--- config.mk ---
export PLATFORM = sky130hd
export DESIGN_NAME = mult_err_sweeper
export DESIGN_NICKNAME = d
export VERILOG_FILES = /design/src/rtl/mult_err_pkg.sv /design/src/rtl/mult_err_accum.sv /design/src/rtl/mult_err_sweeper.sv
export SDC_FILE = /design/constraint.sdc
export NUM_CORES = 1
export LEC_CHECK = 0
export ABC_CLOCK_PERIOD_IN_PS = 18300
export CORE_MARGIN = 2
export CORE_UTILIZATION = 35
export DETAILED_ROUTE_END_ITERATION = 10
export PLACE_DENSITY = 0.55
export SYNTH_ARGS = -nofsm -noshare
export SYNTH_HDL_FRONTEND = slang
export SYNTH_SLANG_ARGS = --single-unit
--- constraint.sdc ---
create_clock -name clk -period 18.3 [get_ports clk]
set_input_delay 3.66 -clock clk [delete_from_list [all_inputs] [get_ports clk]]
set_output_delay 3.66 -clock clk [all_outputs]
set_load 0.05 [all_outputs]
--- src/rtl/mult_err_pkg.sv ---
`default_nettype none
// +--------------------------------------------------------------------------+
// | Module      : mult_err_pkg                                               |
// | Description : Shared state encodings, width helpers and sweep length for |
// |               the approximate-multiplier error sweeper.                  |
// | Revision    : 1.0 - initial release                                      |
// +--------------------------------------------------------------------------+
package mult_err_pkg;

  // Sequencer states
  localparam logic [1:0] S_IDLE  = 2'd0;
  localparam logic [1:0] S_RUN   = 2'd1;
  localparam logic [1:0] S_DRAIN = 2'd2;
  localparam logic [1:0] S_DONE  = 2'd3;

  // Width helpers, parameterised on the operand widths
  function automatic int prod_w(input int wa, input int wb);
    return wa + wb;
  endfunction

  // Signed difference needs one bit more than the product
  function automatic int diff_w(input int wa, input int wb);
    return wa + wb + 1;
  endfunction

  // Room for 2^(wa+wb) additions of a (wa+wb)-bit magnitude, plus headroom
  function automatic int abs_w(input int wa, input int wb);
    return wa + wb + 17;
  endfunction

  // Must be able to count every pair of the sweep
  function automatic int cnt_w(input int wa, input int wb);
    return wa + wb + 1;
  endfunction

  // Number of operand pairs visited by one sweep
  function automatic longint unsigned sweep_len(input int wa, input int wb);
    return 64'd1 << (wa + wb);
  endfunction

  // Widths for the default 8x8 configuration
  localparam int DEF_WA = 8;
  localparam int DEF_WB = 8;
  localparam int PROD_W = prod_w(DEF_WA, DEF_WB);
  localparam int DIFF_W = diff_w(DEF_WA, DEF_WB);
  localparam int ABS_W  = abs_w(DEF_WA, DEF_WB);
  localparam int CNT_W  = cnt_w(DEF_WA, DEF_WB);

endpackage
`default_nettype wire

--- src/rtl/mult_err_accum.sv ---
`default_nettype none
// +--------------------------------------------------------------------------+
// | Module      : mult_err_accum                                             |
// | Description : Error statistics for the sweeper: sum of squared error,    |
// |               sum of absolute error, error count and max |error|.        |
// |               MULT_ERR_WCE_CAPTURE_EN adds capture of the operand pair   |
// |               that first reached the final max |error|.                  |
// | Revision    : 1.0 - initial release                                      |
// +--------------------------------------------------------------------------+
module mult_err_accum
  import mult_err_pkg::*;
#(
  parameter int WA   = 8,
  parameter int WB   = 8,
  parameter int SQ_W = 48
) (
  input  logic                    clk,
  input  logic                    rst,
  input  logic                    clr,
  input  logic                    valid,
  input  logic signed [WA+WB:0]   d,
`ifdef MULT_ERR_WCE_CAPTURE_EN
  input  logic [WA-1:0]           pair_a,
  input  logic [WB-1:0]           pair_b,
  output logic [WA-1:0]           wce_a,
  output logic [WB-1:0]           wce_b,
`endif
  output logic [SQ_W-1:0]         sum_sq,
  output logic [WA+WB+16:0]       sum_abs,
  output logic [WA+WB:0]          err_cnt,
  output logic [WA+WB-1:0]        max_abs
);

  localparam int PW = prod_w(WA, WB);
  localparam int DW = diff_w(WA, WB);
  localparam int AW = abs_w(WA, WB);
  localparam int CW = cnt_w(WA, WB);

  logic [DW-1:0]   neg_w;
  logic [DW-1:0]   mag_w;
  logic [SQ_W-1:0] mag_ext_w;
  logic [SQ_W-1:0] sum_sq_q;
  logic [AW-1:0]   sum_abs_q;
  logic [CW-1:0]   err_cnt_q;
  logic [PW-1:0]   max_abs_q;

  // |d|; the top bit is always zero because |d| <= 2^PW - 1
  assign neg_w     = -d;
  assign mag_w     = d[DW-1] ? neg_w : $unsigned(d);
  assign mag_ext_w = SQ_W'(mag_w);

  // Accumulate one error sample per valid cycle; clear wins over accumulate
  always_ff @(posedge clk) begin
    if (rst || clr) begin
      sum_sq_q  <= '0;
      sum_abs_q <= '0;
      err_cnt_q <= '0;
      max_abs_q <= '0;
    end else if (valid) begin
      sum_sq_q  <= sum_sq_q + mag_ext_w * mag_ext_w;
      sum_abs_q <= sum_abs_q + AW'(mag_w);
      if (mag_w != '0) begin
        err_cnt_q <= err_cnt_q + CW'(1);
      end
      if (mag_w > {1'b0, max_abs_q}) begin
        max_abs_q <= mag_w[PW-1:0];
      end
    end
  end

`ifdef MULT_ERR_WCE_CAPTURE_EN
  logic [WA-1:0] wce_a_q;
  logic [WB-1:0] wce_b_q;

  // Strict increase only, so ties keep the earliest pair
  always_ff @(posedge clk) begin
    if (rst || clr) begin
      wce_a_q <= '0;
      wce_b_q <= '0;
    end else if (valid && (mag_w > {1'b0, max_abs_q})) begin
      wce_a_q <= pair_a;
      wce_b_q <= pair_b;
    end
  end

  assign wce_a = wce_a_q;
  assign wce_b = wce_b_q;
`endif

  assign sum_sq  = sum_sq_q;
  assign sum_abs = sum_abs_q;
  assign err_cnt = err_cnt_q;
  assign max_abs = max_abs_q;

endmodule
`default_nettype wire

--- src/rtl/mult_err_sweeper.sv ---
`default_nettype none
// +--------------------------------------------------------------------------+
// | Module      : mult_err_sweeper                                           |
// | Description : Drives an attached approximate multiplier through every    |
// |               operand pair, aligns the exact product with the returned   |
// |               product through a LAT-deep pipe and accumulates error      |
// |               statistics. Optional macro MULT_ERR_WCE_CAPTURE_EN adds    |
// |               worst-case operand capture outputs wce_a / wce_b.          |
// | Revision    : 1.0 - initial release                                      |
// +--------------------------------------------------------------------------+
module mult_err_sweeper
  import mult_err_pkg::*;
#(
  parameter int WA   = 8,
  parameter int WB   = 8,
  parameter int LAT  = 1,
  parameter int SQ_W = 48
) (
  input  logic                 clk,
  input  logic                 rst,
  input  logic                 start,
  input  logic                 abort,
  output logic                 busy,
  output logic                 done,
  output logic [WA-1:0]        mult_a,
  output logic [WB-1:0]        mult_b,
  input  logic [WA+WB-1:0]     mult_p,
  output logic [SQ_W-1:0]      sum_sq,
  output logic [WA+WB+16:0]    sum_abs,
  output logic [WA+WB:0]       err_cnt,
`ifdef MULT_ERR_WCE_CAPTURE_EN
  output logic [WA-1:0]        wce_a,
  output logic [WB-1:0]        wce_b,
`endif
  output logic [WA+WB-1:0]     max_abs
);

  localparam int            PW         = prod_w(WA, WB);
  localparam int            DW         = diff_w(WA, WB);
  localparam logic [PW-1:0] LAST_PAIR  = PW'(sweep_len(WA, WB) - 64'd1);
  localparam logic [1:0]    DRAIN_LAST = 2'(LAT - 1);

  logic [1:0]           state_q, state_d;
  logic [PW-1:0]        pair_q, pair_d;
  logic [1:0]           drain_q, drain_d;
  logic                 done_q;
  logic                 issue_d;
  logic                 clr;
  logic                 flush;
  logic [PW-1:0]        exact_d;
  logic                 vld_q [LAT];
  logic [PW-1:0]        ex_q  [LAT];
  logic signed [DW-1:0] diff;

  // Next-state logic: sweep {A,B} as one counter, B in the low bits
  always_comb begin
    state_d = state_q;
    pair_d  = pair_q;
    drain_d = drain_q;
    issue_d = 1'b0;
    clr     = 1'b0;
    flush   = 1'b0;
    case (state_q)
      S_IDLE: begin
        if (start) begin
          state_d = S_RUN;
          pair_d  = '0;
          issue_d = 1'b1;
          clr     = 1'b1;
        end
      end
      S_RUN: begin
        if (abort) begin
          state_d = S_IDLE;
          flush   = 1'b1;
        end else if (pair_q == LAST_PAIR) begin
          state_d = S_DRAIN;
          drain_d = '0;
        end else begin
          pair_d  = pair_q + PW'(1);
          issue_d = 1'b1;
        end
      end
      S_DRAIN: begin
        if (abort) begin
          state_d = S_IDLE;
          flush   = 1'b1;
        end else if (drain_q == DRAIN_LAST) begin
          state_d = S_DONE;
        end else begin
          drain_d = drain_q + 2'd1;
        end
      end
      S_DONE: begin
        state_d = S_IDLE;
      end
      default: begin
        state_d = S_IDLE;
      end
    endcase
  end

  // Sequencer registers; done is registered off the DONE state
  always_ff @(posedge clk) begin
    if (rst) begin
      state_q <= S_IDLE;
      pair_q  <= '0;
      drain_q <= '0;
      done_q  <= 1'b0;
    end else begin
      state_q <= state_d;
      pair_q  <= pair_d;
      drain_q <= drain_d;
      done_q  <= (state_q == S_DONE);
    end
  end

  // Exact product of the pair being loaded, so stage 0 lines up with mult_a/b
  assign exact_d = PW'(pair_d[PW-1:WB]) * PW'(pair_d[WB-1:0]);

  // Exact-product pipe; stage LAT-1 lines up with a valid mult_p
  always_ff @(posedge clk) begin
    if (rst || flush) begin
      for (int i = 0; i < LAT; i++) begin
        vld_q[i] <= 1'b0;
      end
    end else begin
      vld_q[0] <= issue_d;
      for (int i = 1; i < LAT; i++) begin
        vld_q[i] <= vld_q[i-1];
      end
    end
    ex_q[0] <= exact_d;
    for (int i = 1; i < LAT; i++) begin
      ex_q[i] <= ex_q[i-1];
    end
  end

  assign diff = $signed({1'b0, mult_p}) - $signed({1'b0, ex_q[LAT-1]});

`ifdef MULT_ERR_WCE_CAPTURE_EN
  logic [PW-1:0] pr_q [LAT];

  // Operand pair travels alongside its exact product
  always_ff @(posedge clk) begin
    pr_q[0] <= pair_d;
    for (int i = 1; i < LAT; i++) begin
      pr_q[i] <= pr_q[i-1];
    end
  end
`endif

  mult_err_accum #(
    .WA   (WA),
    .WB   (WB),
    .SQ_W (SQ_W)
  ) u_accum (
    .clk     (clk),
    .rst     (rst),
    .clr     (clr),
    .valid   (vld_q[LAT-1]),
    .d       (diff),
`ifdef MULT_ERR_WCE_CAPTURE_EN
    .pair_a  (pr_q[LAT-1][PW-1:WB]),
    .pair_b  (pr_q[LAT-1][WB-1:0]),
    .wce_a   (wce_a),
    .wce_b   (wce_b),
`endif
    .sum_sq  (sum_sq),
    .sum_abs (sum_abs),
    .err_cnt (err_cnt),
    .max_abs (max_abs)
  );

  assign busy   = (state_q == S_RUN) || (state_q == S_DRAIN);
  assign done   = done_q;
  assign mult_a = pair_q[PW-1:WB];
  assign mult_b = pair_q[WB-1:0];

endmodule
`default_nettype wire

Yosys cells after proc, flatten, opt, wreduce, memory -nomap -nowiden
Memory sizes are Yosys's and may differ from the RTL's.
Cells that the tools add are included.
{"block": "totals", "mem_bits_rw": 17, "elab_cells": 72, "ff_bits": 135, "memories": 2}
{"block": "op_classes", "mux": 28, "n_eq_ne": 11, "multipliers": 2, "addsub": 7, "reduce_logical": 13, "n_lt_le_gt_ge": 1}
{"memory": "ex_q", "words": 1, "width": 16, "read_ports": 1, "rd_clocked_by_memory_dff": 0, "wr": 1, "line_no": "mult_err_sweeper.sv:52", "text": "logic [PW-1:0] ex_q [LAT];"}
{"memory": "vld_q", "words": 1, "width": 1, "read_ports": 1, "rd_clocked_by_memory_dff": 0, "wr": 1, "line_no": "mult_err_sweeper.sv:51", "text": "logic vld_q [LAT];"}
{"op": "$add A48 B48 Y48", "n": 1}
{"op": "$mux W16", "n": 3}
{"op": "$mul A17 B17 Y34", "n": 1}
{"op": "$add A33 B17 Y33", "n": 1}
{"op": "$pmux W16 S2", "n": 1}
{"op": "$mux W2", "n": 9}
{"op": "$add A17 B1 Y17 const B", "n": 1}
{"op": "$gt A17 B16 Y1", "n": 1}
{"op": "$mux W17", "n": 1}
{"op": "$neg A17 Y17", "n": 1}
{"op": "$reduce_bool A17 Y1", "n": 1}
{"op": "$sub A16 B16 Y17", "n": 1}
{"op": "$add A16 B1 Y16 const B", "n": 1}
{"op": "$eq A16 B16 Y1 const B", "n": 1}
{"op": "$mul A8 B8 Y16", "n": 1}
{"op": "$mux W1", "n": 11}
{"op": "$ne A2 B2 Y1 const B", "n": 5}
{"op": "$pmux W2 S4", "n": 1}
{"op": "$ne A3 B3 Y1 const B", "n": 2}
{"op": "$reduce_and A5 Y1", "n": 1}
{"op": "$eq A2 B2 Y1 const B", "n": 2}
{"op": "$logic_not A2 Y1", "n": 2}
{"op": "$pmux W2 S2", "n": 1}
{"op": "$reduce_and A2 Y1", "n": 2}
{"op": "other kinds (8)", "n": 10}

Longest topological paths before layout
Gate-level depths: netlist (run 1).
{"block": "logic_depth", "word_depth": 7, "ltp_mapped": 50}

Hierarchy
Synthesis (run 1) repeated with hierarchy kept, for this count alone.
{"block": "hier_totals", "cells_unflattened": 2436, "hier_area_um2": 20349.5}
{"module": "mult_err_accum", "seq_area_each_um2": 2282.2, "n_inst": 1, "cells_each": 1915, "area_each_um2": 16007.9}
{"module": "mult_err_sweeper", "seq_area_each_um2": 760.7, "n_inst": 1, "cells_each": 521, "area_each_um2": 4341.7}

Worst setup path after synthesis (run 1)
No wires, ideal clock.
{"block": "synth_timing", "path_kind": "input-to-reg", "start": "input mult_p[0]", "end": "register u_accum.sum_sq_q[44], in the netlist u_accum.sum_sq[44]", "arrival_ns": 13.855, "setup_time_ns": 0.122, "setup_slack_ns": 4.323, "required_time_ns": 18.178, "stages": 47, "path_cell_list": "inv_1 > ha_1 > inv_1 > fa_1 > a211o_2 > a2111oi_4 > o21ba_4 > xor2_2 > and4_1 > nor3_1 > nor4_4 > inv_1 > buf_1 > nand2_1 > inv_1 > fa_1 > inv_1 > fa_1 > [... 11 more ...] > o31ai_1 > a41oi_1 > a21oi_1 > a21oi_1 > o21bai_1 > a21oi_1 > xnor2_1 > ha_1 > and3_1 > and3_1 > and2_1 > o2111ai_1 > a31oi_1 > o31ai_1 > a21oi_1 > clkbuf_1 > nor3_1 > a311o_1"}
{"block": "synth_between", "elab_chain_len": 5}
{"element": "from (decl)", "line_no": "mult_err_sweeper.sv:27", "text": "input logic [WA+WB-1:0] mult_p,"}
{"element": "$sub A16 B16 Y17 (*)", "line_no": "mult_err_sweeper.sv:139", "text": "assign diff = $signed({1'b0, mult_p}) - $signed({1'b0, ex_q[LAT-1]});"}
{"element": "$neg A17 Y17", "line_no": "mult_err_accum.sv:48", "text": "assign neg_w = -d;"}
{"element": "$mux W17 (*)", "line_no": "mult_err_accum.sv:49", "text": "assign mag_w = d[DW-1] ? neg_w : $unsigned(d);"}
{"element": "via u_accum.mag_w[11]", "line_no": "mult_err_accum.sv:40", "text": "logic [DW-1:0] mag_w;"}
{"element": "$mul A17 B17 Y34 (*)", "line_no": "mult_err_accum.sv:60", "text": "sum_sq_q <= sum_sq_q + mag_ext_w * mag_ext_w;"}
{"element": "$add A48 B48 Y48 (*)", "line_no": "mult_err_accum.sv:60"}
{"element": "to (signal assigned)", "line_no": "mult_err_accum.sv:60"}
{"element": "to (decl)", "line_no": "mult_err_accum.sv:42", "text": "logic [SQ_W-1:0] sum_sq_q;"}
Mark *: on every way through the listed nets, which the timed path passes. The rest lies on a longest branch.
A chain may end at the register's enable or synchronous reset.

Worst setup path after layout (run 1)
{"block": "layout_timing", "start": "input mult_p[0]", "end": "register u_accum.sum_sq_q[34], in the netlist u_accum.sum_sq[34]"}
The elaborated chain is that of the path after synthesis.

==> results of run 1 <==
-- worst register-to-register path: cells and delay by family (launching register included) --
| family | cells | cell delay [ns] |
|---|---|---|
| adder cells (fa/ha/maj) | 10 | 4.24 |
| AO/OA/AOI/OAI | 16 | 4.87 |
| multiplexers | 1 | 0.17 |
| XOR/XNOR | 2 | 0.77 |
| AND/OR/NAND/NOR | 6 | 1.13 |
| buffers and inverters | 7 | 1.06 |
| flip-flops | 1 | 0.31 |
-- worst min path at each step --
stage                              startpoint                   to  slack, ns  depth (start not counted)
final                              drain_q[0]           drain_q[0]       0.47                          2
after global routing               drain_q[0]           drain_q[0]       0.50                          2
after CTS                 u_accum.err_cnt[16]  u_accum.err_cnt[16]       0.47                          2
after detailed placement  u_accum.err_cnt[16]  u_accum.err_cnt[16]       0.46                          2
after global placement             drain_q[0]           drain_q[0]       0.44                          2
after floorplan                    drain_q[0]           drain_q[0]       0.44                          2
-- sequential cells by signal, summed over array words and instances (netlist names) --
signal           flops
state_q              2
u_accum.max_abs     16
done                 1
u_accum.sum_abs     33
pair_q              16
ex_q                16
drain_q              2
u_accum.err_cnt     17
vld_q                1
u_accum.sum_sq      48
-- synth_stat cells (5+ instances only) --
| library cell | instances |
|---|---|
| buf_1 | 11 |
| o21bai_1 | 14 |
| a31oi_1 | 20 |
| nor4_1 | 22 |
| and2_1 | 25 |
| inv_1 | 398 |
| o311ai_0 | 8 |
| or3_1 | 10 |
| o21a_1 | 22 |
| nand3_1 | 46 |
| o211ai_1 | 5 |
| o21ai_1 | 7 |
| o31a_1 | 7 |
| nand2_1 | 233 |
| nor2_1 | 220 |
| nor2b_1 | 28 |
| fa_1 | 230 |
| a21o_1 | 48 |
| ha_1 | 235 |
| dfxtp_1 | 152 |
| a211oi_1 | 28 |
| buf_2 | 11 |
| or2_2 | 9 |
| mux2i_1 | 54 |
| nor3_1 | 49 |
| and4_1 | 5 |
| xnor2_1 | 82 |
| a211o_1 | 10 |
| a311oi_1 | 5 |
| nand4_1 | 28 |
| and3_1 | 21 |
| xor2_1 | 37 |
| nor3b_1 | 13 |
| a21oi_1 | 129 |
| or4_1 | 9 |
| o21ai_0 | 65 |
| clkbuf_1 | 49 |
| o31ai_1 | 15 |
| nand2b_1 | 29 |
| a21boi_0 | 6 |
-- cell type report --
cell class | count | area (um^2) | share of cell area
Sequential cell | 152 | 3044 | 0.1290
Inverter | 403 | 1513 | 0.06409
Tap cell | 765 | 957.2 | 0.04055
Antenna cell | 1 | 2.502 | 0.0001060
Timing Repair Buffer | 169 | 1647 | 0.06976
Clock buffer | 18 | 439.2 | 0.01861
Clock inverter | 14 | 183.9 | 0.007793
Multi-Input combinational cell | 1854 | 15820 | 0.6701
-- cells by family after synthesis --
family,synth area share
other,0.0003643
adders and majority gates,0.3660
xor gates and xnor gates,0.05530
AOI/OAI and AO/OA,0.1407
DFF,0.1476
buffers and inverters,0.08777
and+or+nand+nor,0.1754
muxes,0.02677
-- routing by layer --
layer / global-route usage / routed length, um
met1: 0.2382 / 24720
met2: 0.3370 / 28670
met3: 0.03050 / 2680
met4: 0.06733 / 1460
met5: 0 / 0
-- per-stage QoR --
step / setup slack [ns] / instance area (um^2) / instances
after floorplan: 4.323 / 20650 / 2482
after global placement: 2.258 / 22980 / 3343
after detailed placement: 1.899 / 22980 / 3343
after CTS: 2.428 / 23600 / 3375
after global routing: 1.483 / 23600 / 3375
final: 2.298 / 23600 / 3376
==> impl_metrics.json, run 1 <==
{
  "max_slew_margin": 0.2036,
  "track_usage": 0.1922,
  "setup_tns_ns": 0,
  "die_area_um2": 60850,
  "grt_max_degree": 88,
  "final_hold_viol_count": 0,
  "ys_ff_latch": 152,
  "rrSetupSlack_ns": 5.69,
  "fmax_mhz": 62.49,
  "post-route-util": 0.4075,
  "num_vias": 17480,
  "max-cap-violations": 0,
  "ctsHoldBuffers": 0,
  "path_delay_family": "compound AO/OA/AOI/OAI gates",
  "reg2reg_from": "ex_q[0][0]",
  "yosysSeqAreaShare": 0.1476,
  "vias_per_cell": 5.179,
  "worst-path-buf-inv": 9,
  "drtIter0Drc": 951,
  "rr_endpoint": "u_accum.sum_sq[34]",
  "initial_core_util": 0.3559,
  "area_delta_synth_final_pct": 14.51,
  "worst_setup_path_start_kind": "input pin",
  "syn_area_per_cell_um2": 8.338,
  "rsz0062_at_grt": "no",
  "fin_crit_sh": 0.8744,
  "clk_path_buf_depth": 2,
  "grt-ovfl-total": 0,
  "synth_top_cell_by_area": "fa_1",
  "endpoint_kind": "register",
  "r2r_cells": 42,
  "ios": 152,
  "cts_resized": 0,
  "grt_pass1_vias": 17420,
  "worst_pin_slew_ns": 1.184,
  "std_cell_rows": 88,
  "core_um2": 57920,
  "place_congestion": 0.8855,
  "drive_above_1_share": 0.03333,
  "drtPass1Iterations": 6,
  "whs_ns": 0.4672,
  "mappedNetlistArea_um2": 20610,
  "postRouteAntennaNets": 0,
  "synth_top_area_share": 0.2234,
  "cts.sinks": 152,
  "slowest_delay_ns": 0.76,
  "synth-async-reset-ratio": 0,
  "setup_viol": 0,
  "synth_edf_count": 0,
  "wl_per_cell_um": 17.04,
  "die_w_um": 246.7,
  "clock_skew_ns": 0.01065,
  "grt_pass1_wl_mm": 92.43,
  "cts_buffers": 17,
  "final_common_cell": "inv_1",
  "tritoncts": "yes",
  "fp.dieH_um": 246.7,
  "wirelength_mm": 57.53,
  "cpMaxStageDelayCell": "a21oi_1",
  "outcome": "completed",
  "endpoint": "u_accum.sum_sq[34]",
  "clock-root-buffer": "clkbuf_16",
  "worstPathMaxFanout": 12,
  "criticalPathCategory": "in -> reg",
  "crit_cells": 44,
  "cp.required_ns": 18.68,
  "ys_types": 80,
  "slew_violations": 0,
  "layout_min_cycle_time_ns": 16.00,
  "h-tree-depth": 4,
  "portBuffers": 151,
  "hp-class": "reg -> reg",
  "nNetsFinal": 3082,
  "n_fill_cell": 5949,
  "clock_latency_ns": 0.49,
  "worstPathArrival_ns": 16.38,
  "syn_inst": 2472,
  "yosys_most_used_dff": "dfxtp_1",
  "path_clk_slew_ns": 0.07,
  "final_cell_mix": "inv_1 (398), ha_1 (235), nand2_1 (233)",
  "crit_path_start": "mult_p[0]",
  "remaining_drc_errors": 0,
  "dp_hpwl_mm": 46.04,
  "cts_setup_buffers": 0,
  "yosysWarningCount": 0,
  "antenna_found_initial": 2,
  "yosys-top-cells-area": "fa_1 (22%), dfxtp_1 (15%), ha_1 (14%), inv_1 (7.2%), nand2_1 (4.2%)"
}
Power of run 1 is left out: the tool's default activity adds up to more than one toggle a clock period on the data nets, which glitch-free logic cannot reach.
==> run 2, diff against run 1 <==
--- a/config.mk
+++ b/config.mk
@@ -7,9 +7,9 @@
 export LEC_CHECK = 0
 export ABC_CLOCK_PERIOD_IN_PS = 18300
 export CORE_MARGIN = 2
-export CORE_UTILIZATION = 35
+export CORE_UTILIZATION = 45
 export DETAILED_ROUTE_END_ITERATION = 10
-export PLACE_DENSITY = 0.55
+export PLACE_DENSITY = 0.67
 export SYNTH_ARGS = -nofsm -noshare
 export SYNTH_HDL_FRONTEND = slang
 export SYNTH_SLANG_ARGS = --single-unit
==> impl_metrics.json, run 2 (synthesis results as in run 1) <==
{
  "antenna_found_initial": 1,
  "cp.required_ns": 18.68,
  "vias_per_cell": 5.458,
  "path_common_cell": "inv_1",
  "std_cell_rows": 78,
  "drtPass1Iterations": 5,
  "core_um2": 45280,
  "grt_pass1_vias": 17460,
  "n_fill_cell": 4299,
  "worst_pin_slew_ns": 1.307,
  "rr_endpoint": "u_accum.sum_sq[34]",
  "cts_resized": 0,
  "diodes": 0,
  "endpoint": "u_accum.sum_sq[34]",
  "wirelength_met1_mm": 23.97,
  "drtIter0Drc": 1005,
  "die_w_um": 218.0,
  "remaining_drc_errors": 0,
  "slowest_delay_ns": 0.91,
  "ctsHoldBuffers": 0,
  "setup_viol": 0,
  "routed.top_layer": "met4",
  "r2r_cells": 43,
  "worst_setup_path_start_kind": "input pin",
  "h-tree-depth": 4,
  "place_congestion": 0.9090,
  "crit_cells": 45,
  "rrSetupSlack_ns": 5.36,
  "tritoncts": "yes",
  "grt-ovfl-total": 0,
  "worstPathMaxFanout": 12,
  "max_slew_margin": 0.1196,
  "final_cell_mix": "inv_1 (398), ha_1 (235), nand2_1 (233)",
  "cts.sinks": 152,
  "reg2reg_from": "ex_q[0][0]",
  "wl_per_cell_um": 17.34,
  "clk_path_buf_depth": 2,
  "fmax_mhz": 61.18,
  "endpoint_kind": "register",
  "die_area_um2": 47530,
  "drive_above_1_share": 0.03111,
  "dp_hpwl_mm": 44.57,
  "portBuffers": 151,
  "outcome": "completed",
  "postRouteAntennaNets": 0,
  "initial_core_util": 0.4552,
  "cts_setup_buffers": 0,
  "worstPathArrival_ns": 16.72,
  "wirelength_mm": 55.57,
  "largest_register_ffs": 48,
  "clock-root-buffer": "clkbuf_16",
  "ios": 152,
  "hp-class": "reg -> reg",
  "cts_buffers": 17,
  "layout_min_cycle_time_ns": 16.34,
  "cpMaxStageDelayCell": "xnor2_1",
  "final_common_cell": "inv_1",
  "clock_latency_ns": 0.49,
  "path_clk_slew_ns": 0.07,
  "nNetsFinal": 3076,
  "clock_skew_ns": 0.01184,
  "grt_pass1_wl_mm": 89.70,
  "fin_crit_sh": 0.8932,
  "max-cap-violations": 0,
  "worst-path-buf-inv": 9,
  "num_vias": 17490,
  "criticalPathCategory": "in -> reg",
  "final_hold_viol_count": 0,
  "route.met2.wl_mm": 27.92,
  "slew_violations": 0,
  "grt_max_degree": 73,
  "dr_wl_met3_mm": 2.527,
  "rsz0062_at_grt": "no",
  "crit_path_start": "mult_p[0]",
  "fp.dieH_um": 218.0,
  "setup_tns_ns": 0,
  "path_delay_family": "compound AO/OA/AOI/OAI gates",
  "area_delta_synth_final_pct": 13.20,
  "track_usage": 0.2384
}
-- run 2: changes by cell type in the layout (fill, tap and decap cells not counted), sizes merged --
cell	delta
inv	+4
bufinv	-1
buf	-6
diode	-1
clkbuf	-1
clkinv	-2
-- run 2: worst min-delay path by stage --
stage / from / cells past startpoint / end
final: drain_q[0] / 2 / drain_q[0]
after detailed placement: drain_q[0] / 2 / drain_q[0]
after global placement: drain_q[0] / 2 / drain_q[0]
after floorplan: drain_q[0] / 2 / drain_q[0]
after CTS: drain_q[0] / 2 / drain_q[0]
after global routing: u_accum.err_cnt[16] / 2 / u_accum.err_cnt[16]
-- run 2: routing by layer --
metal	track usage	vias up
met5	0	-
met3	0.04100	71
met2	0.4206	423
met4	0.07188	0
met1	0.2961	8542
li1	-	8451
-- run 2: final cells by class --
| cell class | instances | area [um^2] | area share |
|---|---|---|---|
| clock buffers | 17 | 425.4 | 0.01823 |
| flip-flops and latches | 152 | 3044 | 0.1305 |
| multi-input cells | 1854 | 15820 | 0.6778 |
| inverters | 403 | 1513 | 0.06483 |
| clock inverters | 15 | 182.7 | 0.007829 |
| well taps | 600 | 750.7 | 0.03217 |
| repair buffers | 163 | 1602 | 0.06864 |
-- run 2: tightest hold or removal path: cells and delay by family (launching register included) --
kind	cells	cell delay, ns
compound gates	1	0.06
simple gates	1	0.05
flops	1	0.32
-- run 2: metrics by stage --
| step | area (um^2) | util | setup slack, ns | instances | hold slack (ns) |
|---|---|---|---|---|---|
| global route | 23330 | 0.5153 | 1.108 | 3204 | 0.5084 |
| detailed placement | 22730 | 0.5019 | 1.566 | 3172 | 0.4699 |
| global placement | 22730 | 0.5019 | 1.962 | 3172 | 0.4438 |
| finish | 23330 | 0.5153 | 1.955 | 3204 | 0.4756 |
| floorplan | 20650 | - | 4.323 | 2482 | 0.4363 |
| CTS | 23330 | 0.5153 | 2.080 | 3204 | 0.4809 |
Power of run 2 is left out for the same reason.
==> run 3, diff against run 2 <==
--- a/config.mk
+++ b/config.mk
@@ -9,7 +9,7 @@
 export CORE_MARGIN = 2
 export CORE_UTILIZATION = 45
 export DETAILED_ROUTE_END_ITERATION = 10
-export PLACE_DENSITY = 0.67
+export PLACE_DENSITY = 0.71
 export SYNTH_ARGS = -nofsm -noshare
 export SYNTH_HDL_FRONTEND = slang
 export SYNTH_SLANG_ARGS = --single-unit
==> impl_metrics.json, run 3 (synthesis results as in run 1) <==
{
  "grt_max_degree": 83,
  "portBuffers": 151,
  "cts_buffers": 17,
  "cts.sinks": 152,
  "cpMaxStageDelayCell": "a21oi_1",
  "setup_tns_ns": 0,
  "remaining_drc_errors": 0,
  "vias_per_cell": 5.541,
  "track_usage": 0.2397,
  "ctsHoldBuffers": 0,
  "criticalPathCategory": "in -> reg",
  "cts_resized": 0,
  "clock_skew_ns": 0.01645,
  "multi_input_area_um2": 15820,
  "whs_ns": 0.4744,
  "slew_violations": 0,
  "clk_path_buf_depth": 2,
  "fmax_mhz": 61.94,
  "final_hold_viol_count": 0,
  "worst_setup_path_start_kind": "input pin",
  "rsz0062_at_grt": "no",
  "fp.dieH_um": 218.0,
  "slowest_delay_ns": 0.72,
  "antenna_found_initial": 0,
  "diodes": 0,
  "drive_above_1_share": 0.03111,
  "h-tree-depth": 4,
  "place_area_um2": 22730,
  "final_cell_mix": "inv_1 (398), ha_1 (235), nand2_1 (233)",
  "place_congestion": 0.9116,
  "initial_core_util": 0.4552,
  "cp.required_ns": 18.66,
  "clock-root-buffer": "clkbuf_16",
  "core_um2": 45280,
  "num_vias": 17750,
  "worstPathMaxFanout": 12,
  "grt-ovfl-total": 0,
  "std_cell_rows": 78,
  "grt_pass1_vias": 17970,
  "ios": 152,
  "dp_hpwl_mm": 45.08,
  "wl_per_cell_um": 17.47,
  "endpoint_kind": "register",
  "post-route-cell-area_um2": 23360,
  "fin_crit_sh": 0.8822,
  "regArea_um2": 3044,
  "final_common_cell": "inv_1",
  "postRouteAntennaNets": 0,
  "largest_register_ffs": 48,
  "wirelength_mm": 55.97,
  "clock_latency_ns": 0.47,
  "cts_setup_buffers": 0,
  "n_fill_cell": 4190,
  "die_w_um": 218.0,
  "grt_pass1_wl_mm": 91.09,
  "tritoncts": "yes",
  "worst_pin_slew_ns": 1.376,
  "drtPass1Iterations": 6,
  "worstPathArrival_ns": 16.50,
  "hp-class": "reg -> reg",
  "area_delta_synth_final_pct": 13.31,
  "die_area_um2": 47530,
  "max-cap-violations": 0,
  "setup_viol": 0,
  "layout_min_cycle_time_ns": 16.14,
  "outcome": "completed",
  "drtIter0Drc": 922,
  "post-route-util": 0.5158,
  "path_clk_slew_ns": 0.06,
  "nNetsFinal": 3077,
  "max_slew_margin": 0.07274
}
[run 3: changes by cell type in the layout (fill, tap and decap cells not counted)]
cell / change
clkbuf_8: +4
bufinv_16: +1
buf_4: +1
clkinv_2: +1
inv_8: -4
inv_6: -5
clkinv_4: -1
clkinvlp_4: +3
[run 3: final cells by class]
class                           instances  area share
Timing Repair Buffer                  164     0.06889
Sequential cell                       152      0.1303
Multi-Input combinational cell       1854      0.6772
Clock buffer                           21     0.02057
Tap cell                              600     0.03214
Clock inverter                         10    0.006107
Inverter                              403     0.06477
[run 3: path summary, 6_finish.rpt]
path                            slack (ns)           startpoint  depth (start not counted)             endpoint
worst max-delay path                  2.16            mult_p[0]                         44   u_accum.sum_sq[34]
worst min-delay path                  0.47  u_accum.err_cnt[16]                          2  u_accum.err_cnt[16]
worst max register to register        5.55           ex_q[0][0]                         42   u_accum.sum_sq[34]
worst min register to register        0.47  u_accum.err_cnt[16]                          2  u_accum.err_cnt[16]
[run 3: metal layers]
layer,track usage,vias to the layer above,share of wire
met5,0,-,0
met4,0.07619,0,0.026
met3,0.04282,87,0.051
met2,0.4283,500,0.51
met1,0.2907,8710,0.42
li1,-,8455,-
[run 3: through the flow]
stage	worst slack (ns)	instances
2_1_floorplan	4.323	2482
3_3_place_gp	2.219	3173
3_5_place_dp	1.786	3173
4_1_cts	2.273	3204
5_1_grt	1.115	3204
6_report	2.156	3204
[run 3: critical path, delay by kind of cell]
kind,cells,cell delay [ns]
fa+ha+maj,10,4.23
xor+xnor,2,0.76
buf+inv,9,1.52
simple gates,6,1.10
compound gates,16,5.02
mux,1,0.18
Power of run 3 is left out for the same reason.
